$ cat config.mk
export PLATFORM = sky130hd
export DESIGN_NAME = mem_access_unit
export DESIGN_NICKNAME = d
export VERILOG_FILES = /design/src/rtl/mem_access_unit.sv
export SDC_FILE = /design/constraint.sdc
export NUM_CORES = 1
export LEC_CHECK = 0
export CAP_MARGIN = 20
export CORE_MARGIN = 8
export CORE_UTILIZATION = 42
export CTS_BUF_LIST = sky130_fd_sc_hd__clkbuf_4 sky130_fd_sc_hd__clkbuf_8
export CTS_CLUSTER_DIAMETER = 200
export DETAILED_ROUTE_END_ITERATION = 10
export PLACE_DENSITY = 0.79
export REMOVE_ABC_BUFFERS = 1
export SYNTH_ARGS = -nofsm -noshare
export SYNTH_HDL_FRONTEND = slang
export SYNTH_SLANG_ARGS = --single-unit
$ cat constraint.sdc
create_clock -name clk -period 3.5 [get_ports clk]
set_input_delay 1.05 -clock clk [delete_from_list [all_inputs] [get_ports clk]]
set_output_delay 1.05 -clock clk [all_outputs]
set_load 0.01 [all_outputs]
$ cat src/rtl/mem_access_unit.sv
// Memory-stage access unit for an RV32I pipeline.
// Turns a load/store in the MEM stage into a single registered request on the
// data-memory bus, waits for the acknowledge (or gives up after a bounded
// number of cycles), and returns sign/zero-extended load data.
module mem_access_unit #(
  parameter int unsigned TIMEOUT_CYCLES = 255
) (
  input  logic        clk,
  input  logic        rst,
  input  logic        valid_in,
  input  logic        mem_read_in,
  input  logic        mem_write_in,
  input  logic [2:0]  funct3_in,
  input  logic [31:0] addr_in,
  input  logic [31:0] store_data_in,
  output logic        dmem_req,
  output logic        dmem_we,
  output logic [31:0] dmem_addr,
  output logic [31:0] dmem_wdata,
  output logic [3:0]  dmem_wstrb,
  input  logic        dmem_ack,
  input  logic [31:0] dmem_rdata,
  output logic [31:0] wrap_load_out,
  output logic        load_valid,
  output logic        stall,
  output logic        access_err
);

  typedef enum logic [1:0] {
    IDLE = 2'd0,
    BUSY = 2'd1,
    DONE = 2'd2
  } state_t;

  // RV32I funct3 access-size codes.
  localparam logic [2:0] F_B  = 3'b000;
  localparam logic [2:0] F_H  = 3'b001;
  localparam logic [2:0] F_W  = 3'b010;
  localparam logic [2:0] F_BU = 3'b100;
  localparam logic [2:0] F_HU = 3'b101;

  // Timeout limit in counter width; the legal range 1..255 fits in 8 bits.
  localparam logic [7:0] TIMEOUT_LIM = 8'(TIMEOUT_CYCLES);

  state_t      state;
  logic [7:0]  busy_cnt;
  logic [2:0]  lat_funct3;
  logic [1:0]  lat_off;

  logic        legal;
  logic        aligned;
  logic        one_op;
  logic        req_seen;
  logic        start;
  logic        reject;
  logic [31:0] st_wdata;
  logic [3:0]  st_wstrb;

  // Select the load lane by latched byte offset and extend it per funct3.
  function automatic logic [31:0] extend_load(input logic [2:0]  f3,
                                              input logic [1:0]  off,
                                              input logic [31:0] d);
    logic [7:0]  b;
    logic [15:0] h;
    logic [31:0] r;
    b = d[{off, 3'b000} +: 8];
    h = off[1] ? d[31:16] : d[15:0];
    case (f3)
      F_B:     r = {{24{b[7]}}, b};
      F_BU:    r = {24'h0, b};
      F_H:     r = {{16{h[15]}}, h};
      F_HU:    r = {16'h0, h};
      default: r = d;
    endcase
    return r;
  endfunction

  // Classify the presented access: legal funct3 for its direction, and alignment.
  always_comb begin
    // NOTE: every combinationally assigned signal gets a default first so no
    // path through the case leaves it unassigned, which would infer a latch.
    legal   = 1'b0;
    aligned = 1'b1;
    case (funct3_in)
      F_B:  legal = 1'b1;
      F_H: begin
        legal   = 1'b1;
        aligned = ~addr_in[0];
      end
      F_W: begin
        legal   = 1'b1;
        aligned = (addr_in[1:0] == 2'b00);
      end
      F_BU: legal = mem_read_in;
      F_HU: begin
        legal   = mem_read_in;
        aligned = ~addr_in[0];
      end
      default: legal = 1'b0;
    endcase
  end

  // Replicate store data across lanes and form the byte-enable mask.
  always_comb begin
    st_wdata = store_data_in;
    st_wstrb = 4'b1111;
    case (funct3_in[1:0])
      2'b00: begin
        st_wdata = {4{store_data_in[7:0]}};
        st_wstrb = 4'b0001 << addr_in[1:0];
      end
      2'b01: begin
        st_wdata = {2{store_data_in[15:0]}};
        st_wstrb = 4'b0011 << {addr_in[1], 1'b0};
      end
      default: begin
        st_wdata = store_data_in;
        st_wstrb = 4'b1111;
      end
    endcase
  end

  assign one_op   = mem_read_in ^ mem_write_in;
  assign req_seen = (state == IDLE) && valid_in && (mem_read_in || mem_write_in);
  assign start    = req_seen && one_op && legal && aligned;
  assign reject   = req_seen && !(one_op && legal && aligned);

  // The pipeline is held while an access is launching or outstanding; never in reset.
  assign stall = rst && (start || (state == BUSY));

  // Access FSM with registered bus outputs, load result and status pulses.
  always_ff @(posedge clk or negedge rst) begin
    if (!rst) begin
      state         <= IDLE;
      busy_cnt      <= 8'd0;
      lat_funct3    <= 3'b000;
      lat_off       <= 2'b00;
      dmem_req      <= 1'b0;
      dmem_we       <= 1'b0;
      dmem_addr     <= 32'h0;
      dmem_wdata    <= 32'h0;
      dmem_wstrb    <= 4'b0000;
      wrap_load_out <= 32'h0;
      load_valid    <= 1'b0;
      access_err    <= 1'b0;
    end else begin
      // NOTE: state is updated with non-blocking assignments so every register
      // samples pre-edge values, independent of statement order.
      load_valid <= 1'b0;
      access_err <= 1'b0;
      case (state)
        IDLE: begin
          if (start) begin
            state      <= BUSY;
            busy_cnt   <= 8'd1;
            dmem_req   <= 1'b1;
            dmem_we    <= mem_write_in;
            dmem_addr  <= {addr_in[31:2], 2'b00};
            dmem_wdata <= mem_write_in ? st_wdata : 32'h0;
            dmem_wstrb <= mem_write_in ? st_wstrb : 4'b0000;
            lat_funct3 <= funct3_in;
            lat_off    <= addr_in[1:0];
          end else if (reject) begin
            access_err <= 1'b1;
          end
        end
        BUSY: begin
          // An acknowledge in the final allowed cycle still completes normally.
          if (dmem_ack) begin
            state    <= DONE;
            busy_cnt <= 8'd0;
            dmem_req <= 1'b0;
            if (!dmem_we) begin
              wrap_load_out <= extend_load(lat_funct3, lat_off, dmem_rdata);
              load_valid    <= 1'b1;
            end
          end else if (busy_cnt == TIMEOUT_LIM) begin
            state      <= DONE;
            busy_cnt   <= 8'd0;
            dmem_req   <= 1'b0;
            access_err <= 1'b1;
            if (!dmem_we) begin
              wrap_load_out <= 32'h0;
            end
          end else begin
            busy_cnt <= busy_cnt + 8'd1;
          end
        end
        DONE: begin
          // The instruction presented here is the one just served; let it leave.
          state <= IDLE;
        end
        default: state <= IDLE;
      endcase
    end
  end

endmodule

==> flow_summary.toml, run 1 <==
[grt]
gr-usage-all-layers_pct = 19.8
grt.busiest_layer = "met2"
grt.met2_usage_pct = 33.7
overflow = 0
grt_max_degree = 66
antenna_found_initial = 3
first_global_vias = 5353
grt_use_met3_pct = 8.38
grt_pass1_wl_um = 28200
grt.met1_usage_pct = 21.8

[min_path]
min_to = "wrap_load_out[10]$_DFFE_PN0P_"
holdPathStages = 1
hold_class = "flip-flop to flip-flop"
hold_path_startpoint = "wrap_load_out[10]$_DFFE_PN0P_"

[yosys]
synth_seq_area_share_pct = 49.8
ys_ff_latch = 117
syn_avg_cell_area_um2 = 11.5
synth-async-reset-ratio_pct = 100
ys.flop_type = "dfrtp_1"
synth_cells = 512
synth.cell_area_mm2 = 0.00588
yosys_warnings = 0
yosysUniqueCellTypes = 53
synth-edff-count = 0

[route]
wire_per_inst_um = 19.1
vias = 4944
detail-route-antenna-nets = 0
wl_um = 18200
first_pass_iters = 5
drc = 0
viasPerCell = 5.20
drt-initial-drc-count = 225

[sta]
min_period_over_period_pct = 98.3
fin_skew_ns = 0.0198
worst_pin_slew_ns = 0.826
relSlewSlack_pct = 44.9
period_needed_ns = 3.44
max_freq_mhz = 291
finalSetupViolCount = 0
final-hold-violation-count = 0
maxSlewViolCount = 0

[critical_path]
critPathLaunchType = "input pin"
reg2reg_from = "state[1]$_DFFE_PN0P_"
critPathMaxFanout = 6
path_class = "input pin to flip-flop"
critical_path.max_stage_delay_ns = 0.48
critical-path-top-delay-family = "buffers and inverters"
cp.required_ns = 3.82
r2r_cells = 17
crit_chain = "clkdlybuf4s50_1, nor3b_4, buf_4, buf_4, buf_4, buf_4, buf_4, buf_4, buf_4, buf_4, buf_4, buf_4, nand2b_4, nor3_4, buf_12, buf_12, buf_6, mux2_2"
crit_top_cell = "buf_4"
r2r_slack_ns = 0.66
r2r_end = "dmem_addr[31]$_DFFE_PN0P_"
endpoint_kind = "flip-flop"
cp_slowest_cell = "clkdlybuf4s50_1"
arrival_ns = 3.76
cp_num_buf_inv = 14

[clock_network]
h-tree-depth = 4
clockBufferDepth = 2
cts_sinks = 117
cts_hold_buf = 0
cts_tree = "done"
clkSlewWorstSetupHoldPaths_ns = 0.07
ctsRootBufferMaster = "clkbuf_8"
cts_made_buffers = 17
clk_latency_ns = 0.45

[placed_design]
dpl.cell_count = 888
place_hpwl_um = 13100
place.gp.congestion = 0.847
io_buffer_count = 207

[floorplanning]
die_x_um = 134
start_util_pct = 42.7
dieHeight_um = 134
rows = 43
die_area_mm2 = 0.0181
core_mm2 = 0.0138
ios = 210

[cells_and_area]
final_core_util_pct = 65.0
final_cells = 951
layout_commonest_cell = "clkdlybuf4s50_1"
nets = 864
layout.cells.most_common_list = "clkdlybuf4s50_1, dfrtp_1, buf_4"
area_growth_pct = 52.2
drive_gt1_share_pct = 22.1

[power]
seq_power_share_pct = 37.0
p_switching_mw = 1.89
clkPwrFrac_pct = 20.8
pwr-share-comb_pct = 42.2
internal_power_mw = 4.14
ir_drop_uv = 411
p_per_area_mw_per_mm2 = 673
p_leak_nw = 3.89
swShare_pct = 31.3

[flow_run]
cap_viol_max_count = 0

[run_status]
outcome = "completed"
-- synth_stat cells (4+ instances only) --
master | instances | area (µm²)
buf_6 | 7 | 78.8
o21ai_0 | 24 | 120
buf_2 | 8 | 40.0
nand3_1 | 5 | 25.0
mux2i_1 | 38 | 380
a21oi_1 | 24 | 120
a21boi_0 | 6 | 45.0
o22ai_1 | 14 | 87.6
nor2b_1 | 18 | 113
nand2_1 | 38 | 143
nand2b_1 | 6 | 37.5
a31o_2 | 6 | 52.6
nor2_1 | 17 | 63.8
a221o_1 | 16 | 160
a22o_1 | 9 | 78.8
mux2_4 | 32 | 480
clkbuf_1 | 14 | 52.6
mux2_2 | 27 | 304
dfrtp_1 | 117 | 2930
inv_1 | 28 | 105
buf_4 | 4 | 30.0
a221oi_1 | 7 | 61.3
or3_1 | 4 | 25.0
-- per-stage QoR --
stage | cell area [µm²] | TNS, ns | setup WS, ns | power [mW] | hold slack, ns
after floorplan | 5670 | -205.81 | -2.81 | 3.29 | 0.505
after global placement | 8220 | -0.719 | -0.719 | 4.67 | 0.492
after detailed placement | 8220 | -0.799 | -0.799 | 4.75 | 0.493
after CTS | 8720 | 0 | 0.0283 | 6.05 | 0.513
after global routing | 8950 | -0.0982 | -0.0196 | 6.35 | 0.525
final | 8950 | 0 | 0.0587 | 6.03 | 0.513
-- per-layer routing --
layer  share of wire (%)  routed length [µm]
met1                  39                7150
met2                  50                9100
met3                 8.6                1570
met4                 2.0                 356
met5               0.055                  10
-- timing repair --
| item | 4_1_cts | 5_1_grt |
|---|---|---|
| endpoints found under the setup margin | 1 | 43 |
| gates cloned | 0 | 2 |
| buffers inserted | 10 | 18 |
| gates resized for setup | 17 | 10 |
| pin swaps | 5 | 6 |
-- logic make-up (layout without fill, tap and decap cells) --
logic type	Yosys count	after routing	synth area share (%)
muxes	98	98	20.2
DFF	117	117	49.8
xor gates and xnor gates	1	1	0.149
and+or+nand+nor	107	107	9.34
AOI/OAI and AO/OA	121	121	14.6
other	1	4	0.0637
adders and majority gates	2	2	0.425
buffers and inverters	65	321	5.49
-- registers in the layout, indices dropped and copies added, names as in the netlist --
register	flops
dmem_we	1
dmem_addr	30
lat_off	2
state	2
load_valid	1
dmem_req	1
wrap_load_out	32
access_err	1
busy_cnt	8
dmem_wstrb	4
dmem_wdata	32
lat_funct3	3
-- worst max path at each step --
stage	startpoint	end	depth (start not counted)
3_3_place_gp	mem_write_in	stall	8
4_1_cts	funct3_in[2]	stall	6
5_1_grt	mem_read_in	dmem_addr[31]$_DFFE_PN0P_	20
2_1_floorplan	mem_write_in	dmem_addr[2]$_DFFE_PN0P_	6
6_report	valid_in	dmem_addr[31]$_DFFE_PN0P_	18
3_5_place_dp	mem_write_in	stall	8
-- final cells by class --
cell class / count / area [µm²]
inverters: 28 / 105
flip-flops and latches: 117 / 2930
fillers: 1075 / 4820
clock inverters: 8 / 98.8
multi-input cells: 331 / 2680
clock buffers: 23 / 304
well taps: 180 / 225
diodes: 2 / 5.00
repair buffers: 262 / 2600
-- power by group through the flow --
stage	Combinational (mW)	Clock [mW]	Sequential, mW
global route	2.71	1.34	2.30
detailed placement	2.51	0	2.25
CTS	2.54	1.28	2.23
global placement	2.46	0	2.21
floorplan	0.874	0	2.42
finish	2.54	1.25	2.23
(Power assumes the default switching activity.)
==> run 2: changes to the inputs <==
CORE_MARGIN = 3   (was 8)
==> flow_summary.toml, run 2 (synthesis results as in run 1) <==
[clock_network]
h-tree-depth = 4
clockBufferDepth = 2
cts_tree = "done"
clkSlewWorstSetupHoldPaths_ns = 0.07
cts_sinks = 117
clk_latency_ns = 0.45
ctsRootBufferMaster = "clkbuf_8"
cts_hold_buf = 0
cts_made_buffers = 17

[critical_path]
reg2reg_from = "state[1]$_DFFE_PN0P_"
endpoint_kind = "flip-flop"
r2r_slack_ns = 0.61
critPathMaxFanout = 5
path_class = "input pin to flip-flop"
critPathLaunchType = "input pin"
arrival_ns = 3.74
r2r_end = "dmem_wdata[23]$_DFFE_PN0P_"
cp.required_ns = 3.83
r2r_cells = 18

[route]
vias = 5005
detail-route-antenna-nets = 0
viasPerCell = 5.36
wire_per_inst_um = 18.9
drc = 0
wl_um = 17600
first_pass_iters = 4
drt-initial-drc-count = 258

[sta]
rsz0062_at_grt = "false"
fin_skew_ns = 0.00890
maxSlewViolCount = 0
final-hold-violation-count = 0
relSlewSlack_pct = 42.0
min_period_over_period_pct = 97.4
worst_pin_slew_ns = 0.870
period_needed_ns = 3.41
finalSetupViolCount = 0
max_freq_mhz = 293

[min_path]
holdPathStages = 1
hold_class = "flip-flop to flip-flop"
hold_path_startpoint = "lat_off[1]$_DFFE_PN0P_"
min_to = "lat_off[1]$_DFFE_PN0P_"

[grt]
antenna_found_initial = 2
gr-usage-all-layers_pct = 23.1
overflow = 0
first_global_vias = 5290
grt_max_degree = 70
grt_pass1_wl_um = 28600

[placed_design]
dpl.cell_count = 880
io_buffer_count = 207
place_area_mm2 = 0.00819
place_hpwl_um = 12500
place.gp.congestion = 0.817

[cells_and_area]
design_area_mm2 = 0.00887
area_growth_pct = 50.8
drive_gt1_share_pct = 20.6
fillers = 1017
final_cells = 933
largestRegisters = "dmem_wdata (32), wrap_load_out (32), dmem_addr (30)"
layout_commonest_cell = "clkdlybuf4s50_1"
layout.cells.most_common_list = "clkdlybuf4s50_1, dfrtp_1, nand2_1, mux2i_1, buf_4"
regArea_mm2 = 0.00293
nets = 850
multi_input_area_mm2 = 0.00268

[power]
p_per_area_mw_per_mm2 = 698
ir_drop_uv = 431
p_leak_nw = 3.83

[floorplanning]
start_util_pct = 43.7
die_area_mm2 = 0.0155
ios = 210
core_mm2 = 0.0135
die_x_um = 124
rows = 42
dieHeight_um = 124

[flow_run]
cap_viol_max_count = 0

[run_status]
outcome = "completed"
[run 2: routing by layer]
metal | track usage, % | up-vias | routed length (µm)
li1 | - | 2309 | -
met1 | 27.5 | 2469 | 7070
met2 | 38.6 | 191 | 8830
met3 | 7.72 | 34 | 1270
met4 | 9.16 | 2 | 410
met5 | 0 | - | 20
[run 2: final cells by class]
class | instances | area share (%)
diodes | 1 | 0.0282
clock buffers | 20 | 3.03
clock inverters | 12 | 2.27
inverters | 28 | 1.18
multi-input cells | 331 | 30.2
flip-flops and latches | 117 | 33.0
well taps | 176 | 2.48
repair buffers | 248 | 27.8
[run 2: what timing repair did]
action	in CTS	in global routing
pin swaps	6	6
endpoints found under the setup margin	1	63
buffers inserted	20	0
resized for setup	16	7
cloned	1	0
[run 2: stage by stage]
step                      TNS [ns]  util [%]  total power, mW  hold slack (ns)  setup slack (ns)
after floorplan            -205.81         -             3.29            0.505             -2.81
after global placement      -0.701      60.9             4.64            0.492            -0.701
after detailed placement    -0.841      60.9             4.72            0.493            -0.841
after global routing             0      65.9             6.52            0.516            0.0152
after CTS                        0      65.9             6.24            0.511           0.00683
final                            0      66.0             6.20            0.512            0.0905
[run 2: critical path, stage by stage]
cell and delay [ns]:
clkdlybuf4s15_1 0.19, inv_2 0.05, ha_4 0.16, nor3b_4 0.19, buf_4 0.14, buf_4 0.09, buf_4 0.09, buf_4 0.09
buf_4 0.09, buf_4 0.09, buf_4 0.10, buf_4 0.10, buf_4 0.09, buf_4 0.09, buf_4 0.11, nand2b_4 0.06
nor3_4 0.28, buf_6 0.16, buf_16 0.11, buf_4 0.11, mux2_2 0.32
[run 2: worst max path at each step]
stage                       from                         end
global route         mem_read_in  dmem_wdata[23]$_DFFE_PN0P_
finish               mem_read_in  dmem_wdata[23]$_DFFE_PN0P_
CTS                     valid_in     busy_cnt[0]$_DFFE_PN0P_
global placement    mem_write_in                       stall
floorplan           mem_write_in    dmem_addr[2]$_DFFE_PN0P_
detailed placement  mem_write_in                       stall
[run 2: where the power goes]
part           leakage (nW)  internal, mW  total [mW]  switching [mW]
logic                  2.14          1.56        2.51           0.954
registers              1.48          1.85        2.23           0.377
clock network         0.221         0.892        1.45           0.561
total                  3.83          4.30        6.20            1.89
==> run 3: changes to the inputs <==
CORE_UTILIZATION = 45   (was 42)
GPL_ROUTABILITY_DRIVEN = 0   (was default)
PLACE_DENSITY = 0.8   (was 0.79)
SLEW_MARGIN = 25   (was default)
clock period = 3.98 ns   (was 3.5 ns; I/O delays follow)
==> flow_summary.toml, run 3 (synthesis results as in run 1) <==
[run_status]
outcome = "completed"

[clock_network]
ctsRootBufferMaster = "clkbuf_8"
cts_sinks = 117
clk_latency_ns = 0.43
clkSlewWorstSetupHoldPaths_ns = 0.07
cts_tree = "done"
clockBufferDepth = 2
h-tree-depth = 4
cts_made_buffers = 17

[power]
clkPwrFrac_pct = 20.5
swShare_pct = 31.4
internal_power_mw = 3.58
p_leak_nw = 3.76
p_per_area_mw_per_mm2 = 603
p_switching_mw = 1.64
ir_drop_uv = 324
seq_power_share_pct = 37.6
pwr-share-comb_pct = 41.9

[sta]
rsz0062_at_grt = "false"
final-hold-violation-count = 0
maxSlewViolCount = 0
min_period_over_period_pct = 97.4
worst_pin_slew_ns = 0.806
finalSetupViolCount = 0
max_freq_mhz = 258
tns_ns = 0
fin_skew_ns = 0.0114
period_needed_ns = 3.88
relSlewSlack_pct = 46.3

[critical_path]
critPathMaxFanout = 2
cp_num_buf_inv = 17
critical_path.max_stage_delay_ns = 0.25
crit_top_cell = "buf_4"
arrival_ns = 4.18
endpoint_kind = "flip-flop"
r2r_slack_ns = 0.92
reg2reg_from = "state[1]$_DFFE_PN0P_"
cp_slowest_cell = "dlygate4sd2_1"
critical-path-top-delay-family = "buffers and inverters"
path_class = "input pin to flip-flop"
critPathLaunchType = "input pin"
r2r_cells = 19
r2r_end = "busy_cnt[2]$_DFFE_PN0P_"
cp.required_ns = 4.28
crit_chain = "dlygate4sd2_1, inv_2, ha_1, nor3b_2, o211ai_1, buf_4, buf_4, buf_4, buf_4, buf_4, buf_4, buf_4, buf_4, buf_4, buf_4, buf_4, buf_4, buf_4, buf_4, buf_4, o211ai_1, o21ai_1"

[grt]
gr-usage-all-layers_pct = 24.3
overflow = 0
grt_max_degree = 74
first_global_vias = 5195
antenna_found_initial = 1
grt_pass1_wl_um = 27600

[cells_and_area]
largestRegisters = "dmem_wdata (32), wrap_load_out (32), dmem_addr (30)"
layout.cells.most_common_list = "clkdlybuf4s50_1, dfrtp_1, buf_4"
area_growth_pct = 47.1
drive_gt1_share_pct = 19.9
final_core_util_pct = 68.0
nets = 848
layout_commonest_cell = "clkdlybuf4s50_1"

[floorplanning]
rows = 41
start_util_pct = 46.2
ios = 210
dieHeight_um = 120
die_area_mm2 = 0.0145
die_x_um = 120
core_mm2 = 0.0127

[placed_design]
place_hpwl_um = 12200
io_buffer_count = 207

[route]
first_pass_iters = 5
detail-route-antenna-nets = 0
viasPerCell = 5.42
wl_um = 17400
vias = 5032
wire_per_inst_um = 18.8
drt-initial-drc-count = 283
drc = 0

[min_path]
holdPathStages = 1
hold_path_startpoint = "dmem_wdata[15]$_DFFE_PN0P_"
min_to = "dmem_wdata[15]$_DFFE_PN0P_"
hold_class = "flip-flop to flip-flop"

[flow_run]
cap_viol_max_count = 0
-- run 3: worst max path at each step --
stage                       from                       end  slack (ns)  cells after the start
floorplan           mem_write_in  dmem_addr[2]$_DFFE_PN0P_       -2.48                      6
global placement    mem_write_in                     stall       -0.47                      8
detailed placement  mem_write_in                     stall       -0.50                      8
CTS                  mem_read_in   busy_cnt[2]$_DFFE_PN0P_        0.01                     22
global route        mem_write_in   busy_cnt[2]$_DFFE_PN0P_        0.03                     22
finish              mem_write_in   busy_cnt[2]$_DFFE_PN0P_        0.10                     22
-- run 3: power by group through the flow --
stage | Sequential [mW] | Clock [mW] | Combinational [mW]
after floorplan | 2.12 | 0 | 0.769
after global placement | 1.94 | 0 | 2.11
after detailed placement | 1.97 | 0 | 2.17
after CTS | 1.96 | 1.09 | 2.20
after global routing | 2.02 | 1.14 | 2.33
final | 1.96 | 1.07 | 2.19
-- run 3: timing repair --
action                                  CTS  global route
hold buffers                              0             0
resized for setup                         8             2
endpoints found under the setup margin    1            72
setup buffers                            25             0
cloned                                    0             0
pin swaps                                 4             2
-- run 3: metal layers --
layer  global-route usage [%]  routed length [µm]  share of wire (%)  up-vias
met2                     41.3                9140                 52      197
met3                     8.33                1230                7.1       22
met1                     29.1                6800                 39     2516
met5                        0                   0                  0        -
met4                     7.79                 259                1.5        0
li1                         -                   -                  -     2297
-- run 3: metrics by stage --
stage | power, mW | hold slack (ns) | area (µm²) | setup WS, ns | cells
3_3_place_gp | 4.05 | 0.488 | 8070 | -0.467 | 869
3_5_place_dp | 4.13 | 0.492 | 8070 | -0.505 | 869
2_1_floorplan | 2.89 | 0.505 | 5670 | -2.48 | 476
5_1_grt | 5.49 | 0.527 | 8650 | 0.0276 | 927
6_report | 5.22 | 0.507 | 8650 | 0.105 | 928
4_1_cts | 5.25 | 0.509 | 8650 | 0.0108 | 926
-- run 3: area by class of cell --
cell class | count | area, µm²
Inverter | 28 | 105
Clock inverter | 11 | 108
Multi-Input combinational cell | 331 | 2650
Tap cell | 172 | 215
Sequential cell | 117 | 2930
Antenna cell | 2 | 5.00
Fill cell | 983 | 4070
Timing Repair Buffer | 246 | 2370
Clock buffer | 21 | 277
